==> src/rtl/mdu_pkg.sv <==
// mdu_pkg: shared definitions for the multiply/divide unit.
//   mdu_op_e    - operation encodings on the 3-bit mdu_op input
//   mdu_state_e - iteration FSM states
//   mag32       - magnitude of a 32-bit operand, signed or unsigned view
package mdu_pkg;

  typedef enum logic [2:0] {
    OP_NOP   = 3'b000,
    OP_MULT  = 3'b001,
    OP_MULTU = 3'b010,
    OP_DIV   = 3'b011,
    OP_DIVU  = 3'b100,
    OP_MTHI  = 3'b101,
    OP_MTLO  = 3'b110,
    OP_RSVD  = 3'b111
  } mdu_op_e;

  typedef enum logic [1:0] {
    ST_IDLE = 2'd0,
    ST_CALC = 2'd1,
    ST_FIX  = 2'd2
  } mdu_state_e;

  localparam int unsigned STEPS = 32;

  // 32'h8000_0000 negates to itself, which read unsigned is the correct 2^31.
  function automatic logic [31:0] mag32(input logic [31:0] v, input logic is_signed);
    return (is_signed && v[31]) ? (~v + 32'd1) : v;
  endfunction

endpackage

==> src/rtl/mdu_step.sv <==
// mdu_step: one combinational radix-2 iteration on unsigned magnitudes.
//   i_is_div  0: shift-add multiply step, 1: restoring shift-subtract divide step
//   i_hi/i_lo working accumulator pair
//     multiply: i_hi = partial product, i_lo = remaining multiplier bits
//     divide:   i_hi = partial remainder, i_lo = dividend bits / quotient bits
//   i_opnd    multiplicand (multiply) or divisor (divide)
//   o_hi/o_lo accumulator pair after the step
module mdu_step
  import mdu_pkg::*;
(
  input  logic        i_is_div,
  input  logic [31:0] i_hi,
  input  logic [31:0] i_lo,
  input  logic [31:0] i_opnd,
  output logic [31:0] o_hi,
  output logic [31:0] o_lo
);

  logic [32:0] w_sum;
  logic [32:0] w_shifted;
  logic [32:0] w_diff;

  // Multiply: add the multiplicand when the multiplier LSB is set, then shift
  // the 65-bit {carry,hi,lo} right by one.
  assign w_sum = {1'b0, i_hi} + (i_lo[0] ? {1'b0, i_opnd} : 33'd0);

  // Divide: shift the next dividend bit into the remainder and trial-subtract.
  // The remainder stays below the divisor, so 33 bits always suffice.
  assign w_shifted = {i_hi, i_lo[31]};
  assign w_diff    = w_shifted - {1'b0, i_opnd};

  always_comb begin
    o_hi = 32'd0;
    o_lo = 32'd0;
    if (i_is_div) begin
      o_hi = w_diff[32] ? w_shifted[31:0] : w_diff[31:0];
      o_lo = {i_lo[30:0], ~w_diff[32]};
    end else begin
      o_hi = w_sum[32:1];
      o_lo = {w_sum[0], i_lo[31:1]};
    end
  end

endmodule

==> src/rtl/mdu.sv <==
// mdu: iterative 32-bit multiply/divide unit with HI/LO registers.
//   clk, reset     clock, synchronous active-high reset
//   start, mdu_op  request and operation (accepted only while idle)
//   a, b           operands rs / rt
//   cancel         abort an in-flight multiply/divide
//   busy           high while an iterative op is in flight
//   done           one-cycle pulse after hi/lo take a new result
//   hi, lo         architectural HI/LO registers
//   o_dbg_state    current FSM state
// Handshake: a request is taken on a rising edge where start=1, busy=0,
// cancel=0 and reset=0; there is no backpressure beyond busy. done is valid
// for exactly one cycle and needs no acknowledge.
module mdu
  import mdu_pkg::*;
(
  input  logic        clk,
  input  logic        reset,
  input  logic        start,
  input  logic [2:0]  mdu_op,
  input  logic [31:0] a,
  input  logic [31:0] b,
  input  logic        cancel,
  output logic        busy,
  output logic        done,
  output logic [31:0] hi,
  output logic [31:0] lo,
  output mdu_state_e  o_dbg_state
);

  mdu_state_e  r_state;
  mdu_state_e  w_next;
  mdu_op_e     r_op;
  logic [4:0]  r_cnt;
  logic [31:0] r_a;
  logic [31:0] r_b;
  logic [31:0] r_opnd;
  logic [31:0] r_acc_hi;
  logic [31:0] r_acc_lo;
  logic [31:0] r_hi;
  logic [31:0] r_lo;
  logic        r_done;

  mdu_op_e     w_op;
  logic        w_accept;
  logic        w_iter_op;
  logic        w_op_div;
  logic        w_op_signed;
  logic        w_r_div;
  logic        w_r_signed;
  logic [31:0] w_step_hi;
  logic [31:0] w_step_lo;
  logic [63:0] w_prod;
  logic [31:0] w_fix_hi;
  logic [31:0] w_fix_lo;

  assign w_op        = mdu_op_e'(mdu_op);
  assign w_accept    = start && !cancel && (r_state == ST_IDLE);
  assign w_iter_op   = (w_op == OP_MULT) || (w_op == OP_MULTU) ||
                       (w_op == OP_DIV)  || (w_op == OP_DIVU);
  assign w_op_div    = (w_op == OP_DIV)  || (w_op == OP_DIVU);
  assign w_op_signed = (w_op == OP_MULT) || (w_op == OP_DIV);
  assign w_r_div     = (r_op == OP_DIV)  || (r_op == OP_DIVU);
  assign w_r_signed  = (r_op == OP_MULT) || (r_op == OP_DIV);

  mdu_step u_step (
    .i_is_div (w_r_div),
    .i_hi     (r_acc_hi),
    .i_lo     (r_acc_lo),
    .i_opnd   (r_opnd),
    .o_hi     (w_step_hi),
    .o_lo     (w_step_lo)
  );

  // Sign correction applied on the way into HI/LO.
  assign w_prod = {r_acc_hi, r_acc_lo};

  always_comb begin
    w_fix_hi = r_acc_hi;
    w_fix_lo = r_acc_lo;
    if (!w_r_div) begin
      if (w_r_signed && (r_a[31] ^ r_b[31])) begin
        {w_fix_hi, w_fix_lo} = ~w_prod + 64'd1;
      end else begin
        {w_fix_hi, w_fix_lo} = w_prod;
      end
    end else if (r_b == 32'd0) begin
      w_fix_hi = r_a;
      w_fix_lo = 32'hFFFF_FFFF;
    end else begin
      if (w_r_signed && (r_a[31] ^ r_b[31])) w_fix_lo = ~r_acc_lo + 32'd1;
      if (w_r_signed && r_a[31])             w_fix_hi = ~r_acc_hi + 32'd1;
    end
  end

  always_comb begin
    w_next = r_state;
    case (r_state)
      ST_IDLE: if (w_accept && w_iter_op) w_next = ST_CALC;
      ST_CALC: begin
        if (cancel)                  w_next = ST_IDLE;
        else if (r_cnt == 5'd31)     w_next = ST_FIX;
      end
      ST_FIX:  w_next = ST_IDLE;
      default: w_next = ST_IDLE;
    endcase
  end

  always_ff @(posedge clk) begin
    if (reset) begin
      r_state  <= ST_IDLE;
      r_op     <= OP_NOP;
      r_cnt    <= 5'd0;
      r_a      <= 32'd0;
      r_b      <= 32'd0;
      r_opnd   <= 32'd0;
      r_acc_hi <= 32'd0;
      r_acc_lo <= 32'd0;
      r_hi     <= 32'd0;
      r_lo     <= 32'd0;
      r_done   <= 1'b0;
    end else begin
      r_state <= w_next;
      r_done  <= 1'b0;
      case (r_state)
        ST_IDLE: begin
          if (w_accept) begin
            if (w_iter_op) begin
              r_op     <= w_op;
              r_a      <= a;
              r_b      <= b;
              r_cnt    <= 5'd0;
              r_acc_hi <= 32'd0;
              // Divide iterates over the dividend, multiply over the multiplier.
              r_acc_lo <= w_op_div ? mag32(a, w_op_signed) : mag32(b, w_op_signed);
              r_opnd   <= w_op_div ? mag32(b, w_op_signed) : mag32(a, w_op_signed);
            end else if (w_op == OP_MTHI) begin
              r_hi <= a;
            end else if (w_op == OP_MTLO) begin
              r_lo <= a;
            end
          end
        end
        ST_CALC: begin
          if (!cancel) begin
            r_acc_hi <= w_step_hi;
            r_acc_lo <= w_step_lo;
            r_cnt    <= r_cnt + 5'd1;
          end
        end
        ST_FIX: begin
          if (!cancel) begin
            r_hi   <= w_fix_hi;
            r_lo   <= w_fix_lo;
            r_done <= 1'b1;
          end
        end
        default: ;
      endcase
    end
  end

  assign busy        = (r_state != ST_IDLE);
  assign done        = r_done;
  assign hi          = r_hi;
  assign lo          = r_lo;
  assign o_dbg_state = r_state;

endmodule

==> config.mk <==
export PLATFORM = sky130hd
export DESIGN_NAME = mdu
export DESIGN_NICKNAME = d
export VERILOG_FILES = /design/src/rtl/mdu_pkg.sv /design/src/rtl/mdu_step.sv /design/src/rtl/mdu.sv
export SDC_FILE = /design/constraint.sdc
export NUM_CORES = 1
export LEC_CHECK = 0
export ABC_AREA = 0
export CAP_MARGIN = 0
export CORE_MARGIN = 5
export CORE_UTILIZATION = 55
export DETAILED_ROUTE_END_ITERATION = 12
export DONT_BUFFER_PORTS = 1
export PLACE_DENSITY = 0.68
export SYNTH_ARGS = -nofsm -noshare
export SYNTH_HDL_FRONTEND = slang
export SYNTH_SLANG_ARGS = --single-unit
export TNS_END_PERCENT = 10
==> constraint.sdc <==
create_clock -name clk -period 4.1 [get_ports clk]
set_clock_uncertainty 0.15 [all_clocks]
set_input_delay 0.41 -clock clk [delete_from_list [all_inputs] [get_ports clk]]
set_output_delay 0.41 -clock clk [all_outputs]
set_load 0.01 [all_outputs]
==> run metrics <==
layout net count=about 2600; Post-CTS Setup Bufs=0; CTS buffer count=28; post-synth net total=approximately 2700; sw frac=0.310; worst path buffer plus inverter count=3; sequential area share after synthesis=0.264; DIE WIDTH=190 um; outcome=finished clean; drt via density=approximately 6.7; final hold slack=0.0196 ns; Peak Freq=265 MHz; Die ar.=36000 um2; Starting Density=0.561; Post-Route WL=around 72000 um; critical path fanouts, max=20; fin area=19900 um2; routing usage on met1=0.464; Synth cell types=74; Fillers=3011; Async SR Flop Fraction=0; slew margin rel.=0.0782; Clk Latency, worst-skew pair=between 0.5 and 0.6 ns; Leak=0.00777 uW; drc violations=0; crit-path max cell delay=0.46 ns; Worst-path clk slew=0.06 ns; area post-placement=18100 um2; Post-Synthesis Cells=2532; Root Buffer Master=clkbuf_16; Avg Inst Size Synth=approximately 7 um2; crit path DAT=4.12 ns; core box area=31700 um2; largest net degree at the start of global routing=roughly 180; endpoints failing setup=0; power share of the clock group=0.419; number of flops mapped to enable cells by yosys=0; Mapped Area=approximately 18000 um2; CP Cell Sequence=inv_1 -> buf_4 -> nor2_1 -> ha_1 -> a21oi_1 -> o211ai_1 -> a221oi_1 -> o41ai_1 -> buf_4 -> a21oi_1 -> mux2i_1 -> a21boi_0 -> nor3_1; Num Clock Sinks=about 240; post-route ant nets=0; global-route wire length before repair=108000 um; drt wl/cell=24.7 um; grt total ovfl=0; Ys Warns=0; layer with the highest usage=met2; max-cap violations=0; post-CTS sizing=0; Max clock buf depth=3; power per cell area=335 nW/um2; Buffers on Ports=0; GR Util met2=0.606; Req. time, crit path=4.44 ns; Vias=slightly below 20000; Net Sw Power=between 2000 and 2500 uW; die height=190 um; H-Tree Depth=1; Main synth FF type=dfxtp_1; Fin. Hold Viols=0; IR drop worst, VDD=approximately 0.31 mV; Cell Rows=65; number of global-route vias before repair=about 18000; total track usage=0.382; CTS tree=built; RSZ-0062 raised after global routing=no; area added between synthesis and finish=11.7%; initial antenna violation count=8; Synth Register Bits=235; CP Class=register to register; crit start category=register; Post-DP HPWL=51700 um; kind of capture point of the worst setup path=register; Pint=roughly 4600 uW; setup ws final=0.324 ns; Slew Limit Fails=0; DR pass1 iterations=6; Setup WS pre-CTS=0.399 ns; Worst path top cell family by delay=compound AO/OA/AOI/OAI gates; io pins=139; CP max-delay cell=a21oi_1; slew at the pin closest to its max-slew limit=1.38 ns; fraction of layout cells with a size suffix above 1=0.0645; combinational group share of total power=0.209; Starting DRT DRC Count=2445; Hold WC Path Type=primary input to register; met3 usage=0.120; Post-Route Setup TNS=0 ns; fin crit share=0.921; Sequential Power Share=0.372; Final Critical Period=3.78 ns; Placer Congestion=1.01; final core occ=0.627
==> power by group through the flow <==
stage	clock network, uW	logic (uW)	registers [uW]
4_1_cts	2810	1350	2470
3_3_place_gp	0	1220	2520
2_1_floorplan	0	940	2470
5_1_grt	2890	1480	2480
6_report	2790	1390	2480
3_5_place_dp	0	1230	2520
==> layer usage <==
metal | wire (um) | share of wire
met3 | 7590 | 0.10
met1 | 27700 | 0.38
met4 | 4750 | 0.066
met2 | 32200 | 0.44
met5 | 96 | 0.0013
==> cells by family (layout without fill, tap and decap cells) <==
family	after synthesis	in the layout	synth area share
XOR/XNOR	183	183	0.0901
multiplexers	41	41	0.0235
adder cells (fa/ha/maj)	72	72	0.0515
flip-flops	235	235	0.264
other	0	1	0
AND/OR/NAND/NOR	952	952	0.239
AO/OA/AOI/OAI	784	784	0.274
buffers and inverters	265	261	0.0574
==> sequential cells by signal (all words and copies together), names as in the netlist, 2 cells and up <==
name and cells:
hi 32, lo 32, r_a 32, r_acc_hi 32, r_acc_lo 32, r_b 32
r_opnd 32, r_cnt 5, r_op 3, o_dbg_state 2
==> through the flow <==
step / total power (uW) / std cells
after global routing: 6860 / 2930
after global placement: 3740 / 2808
final: 6650 / 2931
after CTS: 6630 / 2930
after detailed placement: 3750 / 2808
after floorplan: 3410 / 2532
==> synthesized netlist by cell type (18+ instances only) <==
library cell | n | area, um2
nand2_1 | 445 | 1670
a21oi_1 | 308 | 1540
dfxtp_1 | 235 | 4700
nor2_1 | 225 | 845
clkbuf_1 | 167 | 627
o21ai_0 | 154 | 771
xnor2_1 | 94 | 823
xor2_1 | 89 | 780
inv_1 | 71 | 267
ha_1 | 70 | 876
nor3_1 | 70 | 350
nand3_1 | 44 | 220
mux2i_1 | 35 | 350
o221ai_1 | 35 | 307
nor4_1 | 32 | 200
o31ai_1 | 32 | 240
a211oi_1 | 29 | 218
a21o_1 | 28 | 210
o211ai_1 | 26 | 195
a22oi_1 | 23 | 173
a311oi_1 | 22 | 193
a31oi_1 | 19 | 119
buf_1 | 18 | 67.6
==> layout make-up <==
cell class / instances / area (um2) / share of cell area
repair buffers: 138 / 1240 / 0.0625
flip-flops and latches: 235 / 4700 / 0.237
clock buffers: 35 / 778 / 0.0392
multi-input cells: 2032 / 12100 / 0.610
well taps: 402 / 503 / 0.0253
inverters: 71 / 267 / 0.0134
diodes: 1 / 2.50 / 0.000126
clock inverters: 17 / 245 / 0.0123
==> final timing paths <==
check | start | to | slack (ns) | depth (start not counted)
setup reg to reg | r_acc_lo[0] | r_acc_hi[30] | 0.32 | 13
setup / recovery | r_acc_lo[0] | r_acc_hi[30] | 0.32 | 13
hold reg to reg | r_a[25] | r_a[25] | 0.31 | 2
hold / removal | a[31] | r_acc_lo[31] | 0.02 | 3
==> cell usage in the layout (no fill, tap or decap), types with 26 or more instances in the layout <==
master	synthesis	routed
inv_1	71	71
mux2i_1	35	35
nand3_1	44	44
o221ai_1	35	35
dfxtp_1	235	235
a21o_1	28	27
clkbuf_16	0	29
nor4_1	32	32
xor2_1	89	89
dlygate4sd3_1	0	69
o211ai_1	26	26
o21ai_0	154	153
buf_4	1	67
a211oi_1	29	29
o31ai_1	32	32
a21oi_1	308	307
nand2_1	445	444
nor2_1	225	223
xnor2_1	94	94
nor3_1	70	67
ha_1	70	70
==> repair_timing <==
| action | in CTS | in global routing |
|---|---|---|
| hold buffers | 70 | 0 |
| endpoints found under the hold margin | 195 | 0 |
| endpoints found under the setup margin | 0 | 0 |
==> tightest hold or removal path, cell delays in order <==
cell and delay [ns]:
a21oi_1 0.04, nor2_1 0.09, a32o_1 0.16
No activity file was read; power rests on OpenSTA's default activity.
==> edit: new RTL, same flow settings <==
Register the output `o_dbg_state` once more, without a reset; this adds one clock of latency there. The other outputs are not delayed to match.
--- a/src/rtl/mdu.sv
+++ b/src/rtl/mdu.sv
@@ -165,3 +165,5 @@
   assign lo          = r_lo;
-  assign o_dbg_state = r_state;
+  always_ff @(posedge clk) begin
+    o_dbg_state <= r_state;
+  end
 
Check against the original RTL: not equivalent (Yosys sat finds a counterexample within 4 cycles, from zero or initial values and one cycle with reset high).
==> edit against the unedited design <==
Combinational power up 14%. Critical endpoint is now r_acc_hi[29]. Critical path depth unchanged. Worst setup slack better by 47 ps. Synthesized cell count down 0.28%. Sequential cell count up 2. Total power up 4.7%. Synthesized area up 0.13%. Wire length up 1.9%. Final area up 1.1%.
==> edit: results (changes against the unedited design) <==
Hold Path Origin=cancel; reg2reg setup slack=370 ps (+50 ps); ClkCell Share=5.35% (+0.20 points); Post-DP Area=18200 µm² (+0.51%); Lkg Pwr=7.52 nW (-3.2%); Register Area=4750 µm² (+0.88%); buffering overhead=6.67% (+0.43 points); GRT Resource Usage Total=38.7% (+0.48 points); synth top area cells=dfxtp_1, a21oi_1, nand2_1; vias=19800 (+1.3%); Multi-Input Combinational=2041 (+0.44%); placer's final routability congestion estimate=1.08 (+7.4%); layout buffer count excluding clock buffers=146 (+5.8%); post-synth cell types=78 (+5.4%); comb pwr=1.58 mW (+14%); Filler cells=2997 (-0.46%); seq_cells=237 (+0.85%); initial antenna violation count=7 (-1); multi-input logic area=12100 µm² (+0.11%); Worst Path Max Fanout=8 (-60%); status=complete, no violations; power per cell area=346 nW/µm² (+3.5%); reg-to-reg critical path endpoint=r_acc_hi[29]; Wirelength per Cell=24.7 µm (+0.11%); maximum vdd drop=345 µV (+11%); DRT iter0 DRCs=2585 (+5.7%); layout net count=2660 (+0.42%); register share of the cell area=23.6% (-0.055 points); CP max stage cell=dfxtp_1
[edit: changes by cell type after synthesis, sizes merged, moves of 11 or more]
| cell | change |
|---|---|
| a211oi | +11 |
| a21oi | +29 |
| nor2 | +14 |
| o22ai | -13 |
| xor2 | -16 |
[edit: what timing repair did]
action | 4_1_cts | 5_1_grt
resized for setup | 0 | 3
setup buffers | 0 | 5
endpoints found under the setup margin | 0 | 20
hold buffers | 71 | 0
hold endpoints to repair | 199 | 0
[edit: worst min path at each step]
stage | end | slack (ps) | cells past startpoint
6_report | r_cnt[2] | 30 | 3
5_1_grt | r_cnt[2] | 30 | 3
4_1_cts | r_cnt[2] | 0.3 | 3
3_5_place_dp | r_a[6] | 290 | 2
3_3_place_gp | r_a[13] | 290 | 2
2_1_floorplan | o_dbg_state[1] | 180 | 0
[edit: logic make-up after synthesis]
family	count (synthesis)	share of synthesized area (%)
simple gates	948	23.8
compound gates	817	28.5
buf+inv	247	5.65
flops	237	26.6
xor+xnor	171	8.41
fa+ha+maj	72	5.14
mux	33	1.85
[edit: routing by layer]
| layer | vias up | global-route usage [%] | share of wire [%] |
|---|---|---|---|
| met2 | 1151 | 59.2 | 43 |
| met4 | 4 | 20.9 | 6.7 |
| li1 | 9007 | - | - |
| met5 | - | 0 | 0.037 |
| met1 | 9388 | 49.2 | 39 |
| met3 | 285 | 11.4 | 11 |
[edit: stage by stage]
stage / utilization (%) / std cells / hold WS, ps / setup slack [ps]
2_1_floorplan: - / 2525 / 179 / 566
3_3_place_gp: 56.4 / 2851 / 289 / 258
3_5_place_dp: 56.4 / 2851 / 294 / 170
4_1_cts: 62.0 / 2977 / 0.270 / 155
5_1_grt: 62.2 / 2982 / 30.4 / 156
6_report: 62.2 / 2984 / 25.4 / 371
